$ cat src/rtl/ibex_offload_wb_arbiter.sv
// ibex_offload_wb_arbiter
//
// Shares the register-file write port between the core writeback stage and
// results coming back from an offload coprocessor. The core always wins the
// port. Coprocessor results wait in a small FIFO and drain whenever the core
// is not writing. A per-register busy scoreboard tracks destinations of
// offload instructions that have issued but not yet retired, so ID/EX can
// stall on RAW/WAW hazards against them.
//
// Ports
//   clk_i, rst_ni        clock, asynchronous active-low reset
//   core_we_i/waddr/wdata writeback-stage RF write request (highest priority)
//   off_issue_i/rd_i     offload instruction with writeback wants to issue
//   off_issue_ready_o    issue may proceed (outstanding room, no WAW)
//   off_result_*         coprocessor result stream, ready = FIFO not full
//   rf_we_o/waddr/wdata  register-file write port
//   rd_busy_o            bit i set: an offload write to x<i> is pending
//   outstanding_o        issued-but-not-retired offload count
//   off_done_o           single-cycle pulse when an offload result retires

module ibex_offload_wb_arbiter #(
    parameter int unsigned FifoDepth      = 2,
    parameter int unsigned MaxOutstanding = 4,
    localparam int unsigned OutW          = $clog2(MaxOutstanding + 1)
) (
    input  logic            clk_i,
    input  logic            rst_ni,

    input  logic            core_we_i,
    input  logic [4:0]      core_waddr_i,
    input  logic [31:0]     core_wdata_i,

    input  logic            off_issue_i,
    input  logic [4:0]      off_issue_rd_i,
    output logic            off_issue_ready_o,

    input  logic            off_result_valid_i,
    output logic            off_result_ready_o,
    input  logic            off_result_we_i,
    input  logic [4:0]      off_result_rd_i,
    input  logic [31:0]     off_result_data_i,

    output logic            rf_we_o,
    output logic [4:0]      rf_waddr_o,
    output logic [31:0]     rf_wdata_o,

    output logic [31:0]     rd_busy_o,
    output logic [OutW-1:0] outstanding_o,
    output logic            off_done_o
);

    localparam int unsigned PtrW = (FifoDepth > 1) ? $clog2(FifoDepth) : 1;
    localparam int unsigned CntW = $clog2(FifoDepth + 1);

    localparam logic [PtrW-1:0] LastPtr = PtrW'(FifoDepth - 1);
    localparam logic [CntW-1:0] FullCnt = CntW'(FifoDepth);
    localparam logic [OutW-1:0] MaxOut  = OutW'(MaxOutstanding);

    // ------------------------------------------------------------------
    // State
    // ------------------------------------------------------------------
    logic [PtrW-1:0] wptr_q, wptr_d;
    logic [PtrW-1:0] rptr_q, rptr_d;
    logic [CntW-1:0] count_q, count_d;
    logic [OutW-1:0] out_q, out_d;
    logic [31:0]     busy_q, busy_d;

    // Result storage is not reset; only the pointers/count define validity.
    logic            fifo_we_q   [FifoDepth];
    logic [4:0]      fifo_rd_q   [FifoDepth];
    logic [31:0]     fifo_data_q [FifoDepth];

    // ------------------------------------------------------------------
    // Handshake decode
    // ------------------------------------------------------------------
    logic        full;
    logic        empty;
    logic        push;
    logic        pop;
    logic        issue_ready;
    logic        issue_fire;
    logic        head_we;
    logic [4:0]  head_rd;
    logic [31:0] head_data;

    function automatic logic [PtrW-1:0] ptr_inc(input logic [PtrW-1:0] ptr);
        // Explicit wrap so non-power-of-two depths stay in range.
        if (ptr == LastPtr) begin
            return '0;
        end
        return ptr + PtrW'(1);
    endfunction

    always_comb begin
        full        = (count_q == FullCnt);
        empty       = (count_q == '0);
        head_we     = fifo_we_q[rptr_q];
        head_rd     = fifo_rd_q[rptr_q];
        head_data   = fifo_data_q[rptr_q];
        // Ready depends on current occupancy only: a full FIFO refuses a
        // result even when it is popping this cycle.
        push        = off_result_valid_i & ~full;
        // The core owns the write port whenever it writes.
        pop         = ~empty & ~core_we_i;
        issue_ready = (out_q < MaxOut) & ~busy_q[off_issue_rd_i];
        issue_fire  = off_issue_i & issue_ready;
    end

    // ------------------------------------------------------------------
    // Next-state logic
    // ------------------------------------------------------------------
    always_comb begin
        wptr_d  = wptr_q;
        rptr_d  = rptr_q;
        count_d = count_q;
        out_d   = out_q;
        busy_d  = busy_q;

        if (push) begin
            wptr_d = ptr_inc(wptr_q);
        end
        if (pop) begin
            rptr_d = ptr_inc(rptr_q);
        end

        case ({push, pop})
            2'b10:   count_d = count_q + CntW'(1);
            2'b01:   count_d = count_q - CntW'(1);
            default: count_d = count_q;
        endcase

        case ({issue_fire, pop})
            2'b10:   out_d = out_q + OutW'(1);
            2'b01:   out_d = out_q - OutW'(1);
            default: out_d = out_q;
        endcase

        // Set and clear never hit the same register: an issue to a busy rd
        // is stalled, so a retiring rd cannot be re-issued in that cycle.
        if (pop) begin
            busy_d[head_rd] = 1'b0;
        end
        if (issue_fire && (off_issue_rd_i != 5'd0)) begin
            busy_d[off_issue_rd_i] = 1'b1;
        end
        // x0 is hardwired, never tracked.
        busy_d[0] = 1'b0;
    end

    // ------------------------------------------------------------------
    // Registers
    // ------------------------------------------------------------------
    always_ff @(posedge clk_i or negedge rst_ni) begin
        if (!rst_ni) begin
            wptr_q  <= '0;
            rptr_q  <= '0;
            count_q <= '0;
            out_q   <= '0;
            busy_q  <= '0;
        end else begin
            wptr_q  <= wptr_d;
            rptr_q  <= rptr_d;
            count_q <= count_d;
            out_q   <= out_d;
            busy_q  <= busy_d;
        end
    end

    always_ff @(posedge clk_i) begin
        if (push) begin
            fifo_we_q[wptr_q]   <= off_result_we_i;
            fifo_rd_q[wptr_q]   <= off_result_rd_i;
            fifo_data_q[wptr_q] <= off_result_data_i;
        end
    end

    // ------------------------------------------------------------------
    // Outputs
    // ------------------------------------------------------------------
    always_comb begin
        off_issue_ready_o  = issue_ready;
        off_result_ready_o = ~full;
        rd_busy_o          = busy_q;
        outstanding_o      = out_q;
        off_done_o         = pop;

        if (pop) begin
            // A result with we=0 still retires, it just does not write.
            rf_we_o    = head_we & (head_rd != 5'd0);
            rf_waddr_o = head_rd;
            rf_wdata_o = head_data;
        end else begin
            rf_we_o    = core_we_i;
            rf_waddr_o = core_waddr_i;
            rf_wdata_o = core_wdata_i;
        end
    end

    // ------------------------------------------------------------------
    // Protocol checks
    // ------------------------------------------------------------------
    a_retire_busy: assert property (@(posedge clk_i) disable iff (!rst_ni)
        (pop && (head_rd != 5'd0)) |-> busy_q[head_rd]);

    a_core_not_busy: assert property (@(posedge clk_i) disable iff (!rst_ni)
        (core_we_i && (core_waddr_i != 5'd0)) |-> !busy_q[core_waddr_i]);

    a_no_underflow: assert property (@(posedge clk_i) disable iff (!rst_ni)
        pop |-> (out_q != '0));

    a_fifo_le_out: assert property (@(posedge clk_i) disable iff (!rst_ni)
        32'(count_q) <= 32'(out_q));

endmodule

$ cat config.mk
export PLATFORM = sky130hd
export DESIGN_NAME = ibex_offload_wb_arbiter
export DESIGN_NICKNAME = d
export VERILOG_FILES = /design/src/rtl/ibex_offload_wb_arbiter.sv
export SDC_FILE = /design/constraint.sdc
export NUM_CORES = 1
export LEC_CHECK = 0
export BUFFER_PORTS_ARGS = -buffer_cell sky130_fd_sc_hd__buf_4
export CAP_MARGIN = 20
export CORE_UTILIZATION = 45
export CTS_CLUSTER_SIZE = 20
export DETAILED_ROUTE_END_ITERATION = 6
export GPL_ROUTABILITY_DRIVEN = 1
export GPL_TIMING_DRIVEN = 0
export PLACE_DENSITY = 0.74
export SLEW_MARGIN = 20
export SYNTH_ARGS = -nofsm -noshare
export SYNTH_HDL_FRONTEND = slang
export SYNTH_SLANG_ARGS = --single-unit
export TNS_END_PERCENT = 20
$ cat constraint.sdc
create_clock -name clk_i -period 7.6 [get_ports clk_i]
set_input_delay 2.28 -clock clk_i [delete_from_list [all_inputs] [get_ports clk_i]]
set_output_delay 2.28 -clock clk_i [all_outputs]
set_load 0.1 [all_outputs]
* Yosys cells after proc, flatten, opt, wreduce, memory -nomap -nowiden
Memories as Yosys holds them, arrays and structs flattened.
Cells that the tools add are included.
** Cells by class
- $add $sub $neg :: 6
- Magnitude comparators :: 5
- Equal/unequal tests :: 5
- Mux-type cells :: 23
- Bitwise operators :: 12
- Reduce and logical (&&, ||, !) cells :: 8
** Operators with widths (count)
- $mux W32 :: 3
- $and A32 B32 Y32 :: 1
- $not A32 Y32 :: 1
- $or A32 B32 Y32 :: 1
- $mux W1 :: 14
- $lt A5 B6 Y1 const B :: 2
- $demux W1 S5 :: 2
- $ge A5 B1 Y1 const B :: 2
- $reduce_bool A5 Y1 :: 2
- $eq A2 B2 Y1 const B :: 3
- $pmux W3 S2 :: 1
- $and A1 B1 Y1 :: 5
- $bmux W1 S5 :: 1
- $mux W5 :: 1
- $eq A2 B1 Y1 const B :: 2
- $not A1 Y1 :: 4
- $pmux W2 S2 :: 1
- $reduce_bool A2 Y1 :: 2
- $add A3 B1 Y3 const B :: 1
- $logic_and A1 B1 Y1 :: 3
- $lt A3 B3 Y1 const B :: 1
- $sub A3 B1 Y3 const B :: 1
- $add A1 B1 Y1 const B :: 2
- $add A2 B1 Y2 const B :: 1
- 2 further kinds :: 2
** Storage, ports and cells
- Register bits :: 38
- Memory bits (writable) :: 76
- Input bits :: 85
- Output and inout port bits :: 76
- Logic and storage cells :: 67
- Memories kept :: 3
** Memory list
- fifo_data_q :: words 2, width 32, rd ports 1, clocked after Yosys merged registers in 0, write ports 1, RTL line 71 : logic [31:0] fifo_data_q [FifoDepth];
- fifo_rd_q :: words 2, width 5, rd ports 1, clocked after Yosys merged registers in 0, write ports 1, RTL line 70 : logic [4:0] fifo_rd_q [FifoDepth];
- fifo_we_q :: words 2, width 1, rd ports 1, clocked after Yosys merged registers in 0, write ports 1, RTL line 69 : logic fifo_we_q [FifoDepth];

* Logic depth before layout (Yosys ltp)
Gate-level depths: netlist of the first run.
An unclocked memory read counts as a cell.
- Word-level depth :: 10
- Gate-level depth with buffers :: 13

* Least setup slack after synthesis of the first run
No wires, ideal clock.
- Kind :: input to output
- Start point :: in core_we_i
- End point :: out rf_waddr_o[1]
- Data arrival time :: 5320 ps
- Data required time :: 5320 ps
- Slack :: 0 ps
- Stages on the path :: 4
- Path buffers :: 0
- Cells stage by stage :: inv_1 o21ai_1 clkinv_1 a31oi_1
** Between the ends
- Cells in the longest elaborated chain, start to end :: 3
** RTL lines
- start: declaration :: RTL line 29 : input logic core_we_i,
- $not A1 Y1 :: RTL line 104 : pop = ~empty & ~core_we_i;
- $and A1 B1 Y1 :: RTL line 104
- named net off_done_o :: RTL line 49 : output logic off_done_o
- $mux W5 :: RTL line 187 : if (pop) begin
- end: declaration :: RTL line 44 : output logic [4:0] rf_waddr_o,
The timed path passes the listed nets, and every way through them passes these cells.

* Worst setup path after layout of the first run
- Start point :: in off_issue_rd_i[4]
- End point :: out off_issue_ready_o
** Between the ends
- Cells in the longest elaborated chain, start to end :: 4
** RTL lines
- start: declaration :: RTL line 34 : input logic [4:0] off_issue_rd_i,
- $bmux W1 S5 :: RTL line 105 : issue_ready = (out_q < MaxOut) & ~busy_q[off_issue_rd_i];
- $mux W1 (implied by the code) :: RTL line 105
- $not A1 Y1 :: RTL line 105
- $and A1 B1 Y1 :: RTL line 105
- end: declaration :: RTL line 35 : output logic off_issue_ready_o,
Every way passes these cells. The select of a mux whose other input is x is not followed.

==> run_results.csv, run 1 <==
group,metric,value,unit
job,maxCapViolCount,0,
synth,synth_most_common_cell,"o21ai_0",
timing,maxSlewHeadroom,38.6,%
die,row_count,38,
synth,yosys-top-cells-count,"o21ai_0, edfxtp_1, nand2_1",
route,wire_per_inst,18.3,um
setup_path,r2r_slack,4.65,ns
clock_network,root_buffer,"clkbuf_16",
final_layout,fin_nets,703,
synth,netlist_instances,438,
synth,synth_top_area_cell,"edfxtp_1",
route,drtIter0Drc,274,
final_layout,instances_no_fill,768,
placed_design,place_congestion,0.938,
synth,yosys.area_share.simple,9.35,%
route,drt-pass1-iter-count,7,
synth,synth_top_area_share,43.8,%
final_layout,multi_input_area,1840,sq um
placed_design,place_area,6630,sq um
placed_design,place.port_buffers,156,
die,core,11100,sq um
global_route,grt_max_degree,39,
clock_network,clock_latency,0.42,ns
timing,worst_hold_slack,0.496,ns
die,io_pins,161,
clock_network,cts_sinks,114,
setup_path,critPathTopFamily,"simple AND/OR/NAND/NOR gates",
setup_path,path_cells,"buf_4, buf_2, nand3b_1, nor3_1, or4_1, a211o_1, buf_2, nor2_1, buf_4",
synth,syn-num-nets,526,
die,die-area,12000,sq um
synth,synth_edf_count,76,
route,drt-total-wl,14100,um
timing,finalHoldViolCount,0,
timing,setup_violations,0,
synth,yosysSeqAreaShare,62.0,%
final_layout,final_cell_area,7210,sq um
worst_hold_path,hp-class,"flip-flop to flip-flop",
setup_path,r2r-start,"rd_busy_o[18]$_DFF_PN0_",
clock_network,cts_buffers,17,
clock_network,htreeDepth,4,
die,dieWidth,110,um
setup_path,worstSetupEndpointType,"primary output",
timing,layout_setup_ws,0.849,ns
timing,fmax,148,MHz
clock_network,clock_path_buffers,2,
setup_path,cp.depth,9,
setup_path,critical_path_buf_inv_count,4,
worst_hold_path,hp-start,"outstanding_o[0]$_DFFE_PN0P_",
global_route,grt_pass1_vias,4129,
synth,syn_area,5220,sq um
timing,fin_crit_sh,88.8,%
route,drtAntennaViolNets,0,
global_route,antenna_found_initial,0,
worst_hold_path,hold_depth,1,
setup_path,cp-start-kind,"input port",
final_layout,area_growth,38.3,%
setup_path,worst-path-max-fanout,10,
synth,yosys_warnings,0,
placed_design,place_inst,736,
setup_path,crit_path_top_delay_cell,"or4_1",
setup_path,startpoint,"off_issue_rd_i[4]",
setup_path,critical_path_class,"input port to primary output",
global_route,grt_pass1_wl,21500,um
synth,synth-compound-area-share,13.2,%
synth,yosys-mux-area-fraction,10.3,%
final_layout,seq_area,3230,sq um
route,viasPerCell,5.57,
synth,synth_top_cells_by_area,"edfxtp_1, dfrtp_1, mux2i_1",
synth,synth_adder_area_share,0.864,%
synth,synth_seq_cells,114,
setup_path,cpPeakStageDelay,0.49,ns
setup_path,worstPathArrival,4.47,ns
synth,synth.avg_cell_area,11.9,sq um
timing,slew_violations,0,
timing,worst_pin_slew,0.912,ns
timing,rsz0062_at_grt,"no",
setup_path,r2r_cells,11,
synth,synth_top_family_by_area,"compound AO/OA/AOI/OAI gates",
final_layout,fill_cells,824,
clock_network,cts_tree,"done",
placed_design,place_ws,0.920,ns
timing,finClkSkew,0.0142,ns
die,start_util,47.1,%
run_status,status,"completed",
route,drc_errors,0,
timing,period_minus_slack,6.75,ns
synth,ys.flop_type,"edfxtp_1",
global_route,grt_overflow_total,0,
synth,synth_xor_area_share,1.34,%
final_layout,drive_gt1_share,32.8,%
clock_network,postCtsSetupRepairBufs,0,
final_layout,antennaDiodeCount,0,
synth,ys_async_sr_fraction,33.3,%
clock_network,cts_resized,0,
setup_path,required,5.32,ns
synth,yosysUniqueCellTypes,43,
route,routed-via-count,4281,
die,die_h,110,um
clock_network,clk_pin_slew_worst_paths,0.06,ns
clock_network,cts-hold-fix-buffers,0,
placed_design,dp_hpwl,10100,um
global_route,grt_util_all_layers,24.5,%
==> cell type report <==
type                       count  area share [%]
buffer                        22            1.51
timing repair buffer         158            17.0
sequential                   114            44.8
tap                          140            2.43
clock inverter                15            2.22
clock buffer                  17            5.90
multi-input combinational    291            25.5
inverter                      11           0.573
==> layout by cell type, fill, tap and decap left out, types with 10 or more instances in the layout <==
cell type | netlist | layout
edfxtp_1 | 76 | 76
clkbuf_1 | 11 | 11
o21ai_0 | 81 | 81
o31ai_1 | 13 | 13
nor2_1 | 13 | 12
mux2i_1 | 49 | 49
nand2_1 | 61 | 61
buf_4 | 1 | 157
nand3_1 | 13 | 13
inv_1 | 10 | 10
dfrtp_1 | 38 | 38
clkbuf_16 | 0 | 17
==> kinds of logic (layout without fill, tap and decap cells) <==
family                   after synthesis  after routing
adder cells (fa/ha/maj)                3              3
XOR/XNOR                               8              8
AND/OR/NAND/NOR                      109            109
buffers and inverters                 33            223
other                                  1              1
AO/OA/AOI/OAI                        118            118
flip-flops                           114            114
multiplexers                          52             52
==> path summary, 6_finish.rpt <==
kind                                                     end
worst max-delay path                       off_issue_ready_o
worst min-delay path            outstanding_o[0]$_DFFE_PN0P_
worst max register to register  outstanding_o[2]$_DFFE_PN0P_
worst min register to register  outstanding_o[0]$_DFFE_PN0P_
max in group asynchronous             rd_busy_o[7]$_DFF_PN0_
min in group asynchronous            rd_busy_o[21]$_DFF_PN0_
==> flip-flops by register name (all words and copies together), names as in the netlist <==
signal,flops
fifo_we_q,2
count_q,2
fifo_rd_q,10
rptr_q,1
wptr_q,1
outstanding_o,3
rd_busy_o,31
fifo_data_q,64
==> per-layer routing <==
metal | vias to the layer above | GRT usage (%) | routed length [um]
li1 | 1978 | - | -
met1 | 2018 | 31.6 | 5780
met2 | 252 | 39.2 | 6790
met3 | 33 | 6.34 | 1170
met4 | 0 | 10.8 | 354
met5 | - | 0 | 0
==> per-stage QoR <==
stage,TNS [ns],utilization (%)
final,0,65.1
after global routing,0,65.1
after CTS,0,65.1
after detailed placement,0,59.8
after global placement,0,59.2
after floorplan,-0.000233,-
Power of run 1 is not shown: default switching activity piles up to over one toggle a cycle in this logic, so the estimate is an artifact.
==> inputs of run 2 (changes only) <==
- PLACE_DENSITY: 0.74 -> not set
- PLACE_DENSITY_LB_ADDON: not set -> 0.15
==> run 2 against run 1 <==
Sequential cell count did not move; via count decreased by 3.2%; cell count unchanged; global-route usage is 0.89 points lower; utilization is 0.14 points higher; die area is the same; sequential share of layout area shrank 0.093 points; non-clock buffer count did not move; critical path depth shrank 1.
==> run_results.csv, run 2 (synthesis gave the netlist of run 1 again) <==
group,metric,value,unit
die,die-area,12000,sq um
setup_path,cpPeakStageDelay,0.41,ns
route,drt-pass1-iter-count,4,
die,die_h,110,um
final_layout,multi_input_area,1840,sq um
setup_path,cp-start-kind,"input port",
run_status,status,"completed",
route,drtIter0Drc,257,
global_route,grt_util_all_layers,23.6,%
global_route,antenna_found_initial,0,
setup_path,worst-path-max-fanout,10,
clock_network,postCtsSetupRepairBufs,0,
timing,worst_pin_slew,0.922,ns
route,viasPerCell,5.39,
global_route,grt_pass1_wl,20900,um
worst_hold_path,hold_depth,1,
final_layout,drive_gt1_share,32.5,%
die,start_util,47.1,%
clock_network,htreeDepth,4,
clock_network,cts_sinks,114,
clock_network,clk_pin_slew_worst_paths,0.05,ns
timing,finalHoldViolCount,0,
final_layout,fin_nets,703,
global_route,grt_use_met2,36.1,%
clock_network,cts_buffers,17,
die,row_count,38,
final_layout,top_register,"fifo_data_q",
timing,maxSlewHeadroom,37.9,%
setup_path,r2r_cells,11,
placed_design,place.port_buffers,156,
placed_design,place_area,6610,sq um
clock_network,cts_tree,"done",
die,dieWidth,110,um
timing,setup_violations,0,
placed_design,place_congestion,0.870,
route,routed-via-count,4142,
final_layout,area_growth,38.5,%
timing,fin_crit_sh,88.4,%
clock_network,root_buffer,"clkbuf_16",
clock_network,clock_latency,0.41,ns
final_layout,fill_cells,881,
timing,layout_setup_ws,0.881,ns
job,maxCapViolCount,0,
final_layout,final_common_cell,"buf_4",
setup_path,required,5.32,ns
final_layout,antennaDiodeCount,0,
setup_path,path_cells,"clkbuf_1, nor3b_1, and3_1, or4_1, a211o_1, buf_2, nor2_1, buf_4",
clock_network,clock_path_buffers,2,
timing,period_minus_slack,6.72,ns
route,drc_errors,0,
final_layout,final_cell_mix,"buf_4, o21ai_0, edfxtp_1",
setup_path,crit_path_top_delay_cell,"or4_1",
route,wire_per_inst,17.2,um
clock_network,cts-hold-fix-buffers,0,
route,drt-total-wl,13200,um
timing,fmax,149,MHz
timing,slew_violations,0,
route,drtAntennaViolNets,0,
placed_design,place_ws,0.872,ns
final_layout,seq_area,3230,sq um
worst_hold_path,hp-class,"flip-flop to flip-flop",
global_route,met1_usage,31.6,%
final_layout,final_cell_area,7230,sq um
timing,finClkSkew,0.00696,ns
setup_path,critical_path_class,"input port to primary output",
timing,fin_tns_setup,0,ns
global_route,grt_pass1_vias,4093,
placed_design,dp_hpwl,9360,um
setup_path,worstPathArrival,4.44,ns
clock_network,cts_resized,0,
setup_path,worstSetupEndpointType,"primary output",
global_route,grt_overflow_total,0,
final_layout,largest_reg_flops,64,
timing,rsz0062_at_grt,"no",
global_route,grt_max_degree,39,
global_route,busiest_layer,"met2",
die,io_pins,161,
die,core,11100,sq um
global_route,grtUsageMet3,7.65,%
timing,worst_hold_slack,0.499,ns
==> run 2: cell types whose count changed in the layout (fill, tap and decap cells not counted) <==
cell	previous run	this run
clkinv_2	0	3
buf_12	0	2
inv_6	7	1
clkinvlp_4	2	4
clkinv_1	1	3
buf_16	2	0
bufinv_16	1	4
inv_8	4	0
==> run 2: worst max-delay path, delay by kind of cell <==
family | cells | cell delay (ns)
buffers and inverters | 3 | 0.87
and+or+nand+nor | 4 | 0.95
AOI/OAI and AO/OA | 1 | 0.34
==> run 2: worst paths after layout <==
path,startpoint,to,slack [ns]
worst min-delay path,outstanding_o[0]$_DFFE_PN0P_,outstanding_o[0]$_DFFE_PN0P_,0.50
worst max-delay path,off_issue_rd_i[2],off_issue_ready_o,0.88
worst min register to register,outstanding_o[0]$_DFFE_PN0P_,outstanding_o[0]$_DFFE_PN0P_,0.50
max in group asynchronous,rst_ni,rd_busy_o[14]$_DFF_PN0_,5.42
min in group asynchronous,rst_ni,rd_busy_o[27]$_DFF_PN0_,1.84
worst max register to register,rd_busy_o[10]$_DFF_PN0_,outstanding_o[2]$_DFFE_PN0P_,4.66
==> run 2: routing by layer <==
metal	wire length (um)	part of all wire [%]
met5	0	0
met4	193	1.5
met3	1040	7.8
met2	6290	48
met1	5700	43
==> run 2: layout make-up <==
cell class | instances | area share [%]
plain buffers | 22 | 1.51
clock buffers | 17 | 5.89
clock inverters | 15 | 2.63
inverters | 11 | 0.571
multi-input cells | 291 | 25.5
flip-flops and latches | 114 | 44.7
well taps | 140 | 2.42
repair buffers | 158 | 16.8
==> run 2: through the flow <==
step	cells	utilization, %
CTS	768	65.2
finish	768	65.2
detailed placement	736	59.7
global route	768	65.2
floorplan	438	-
global placement	734	59.2
Power of run 2 is left out for the same reason.
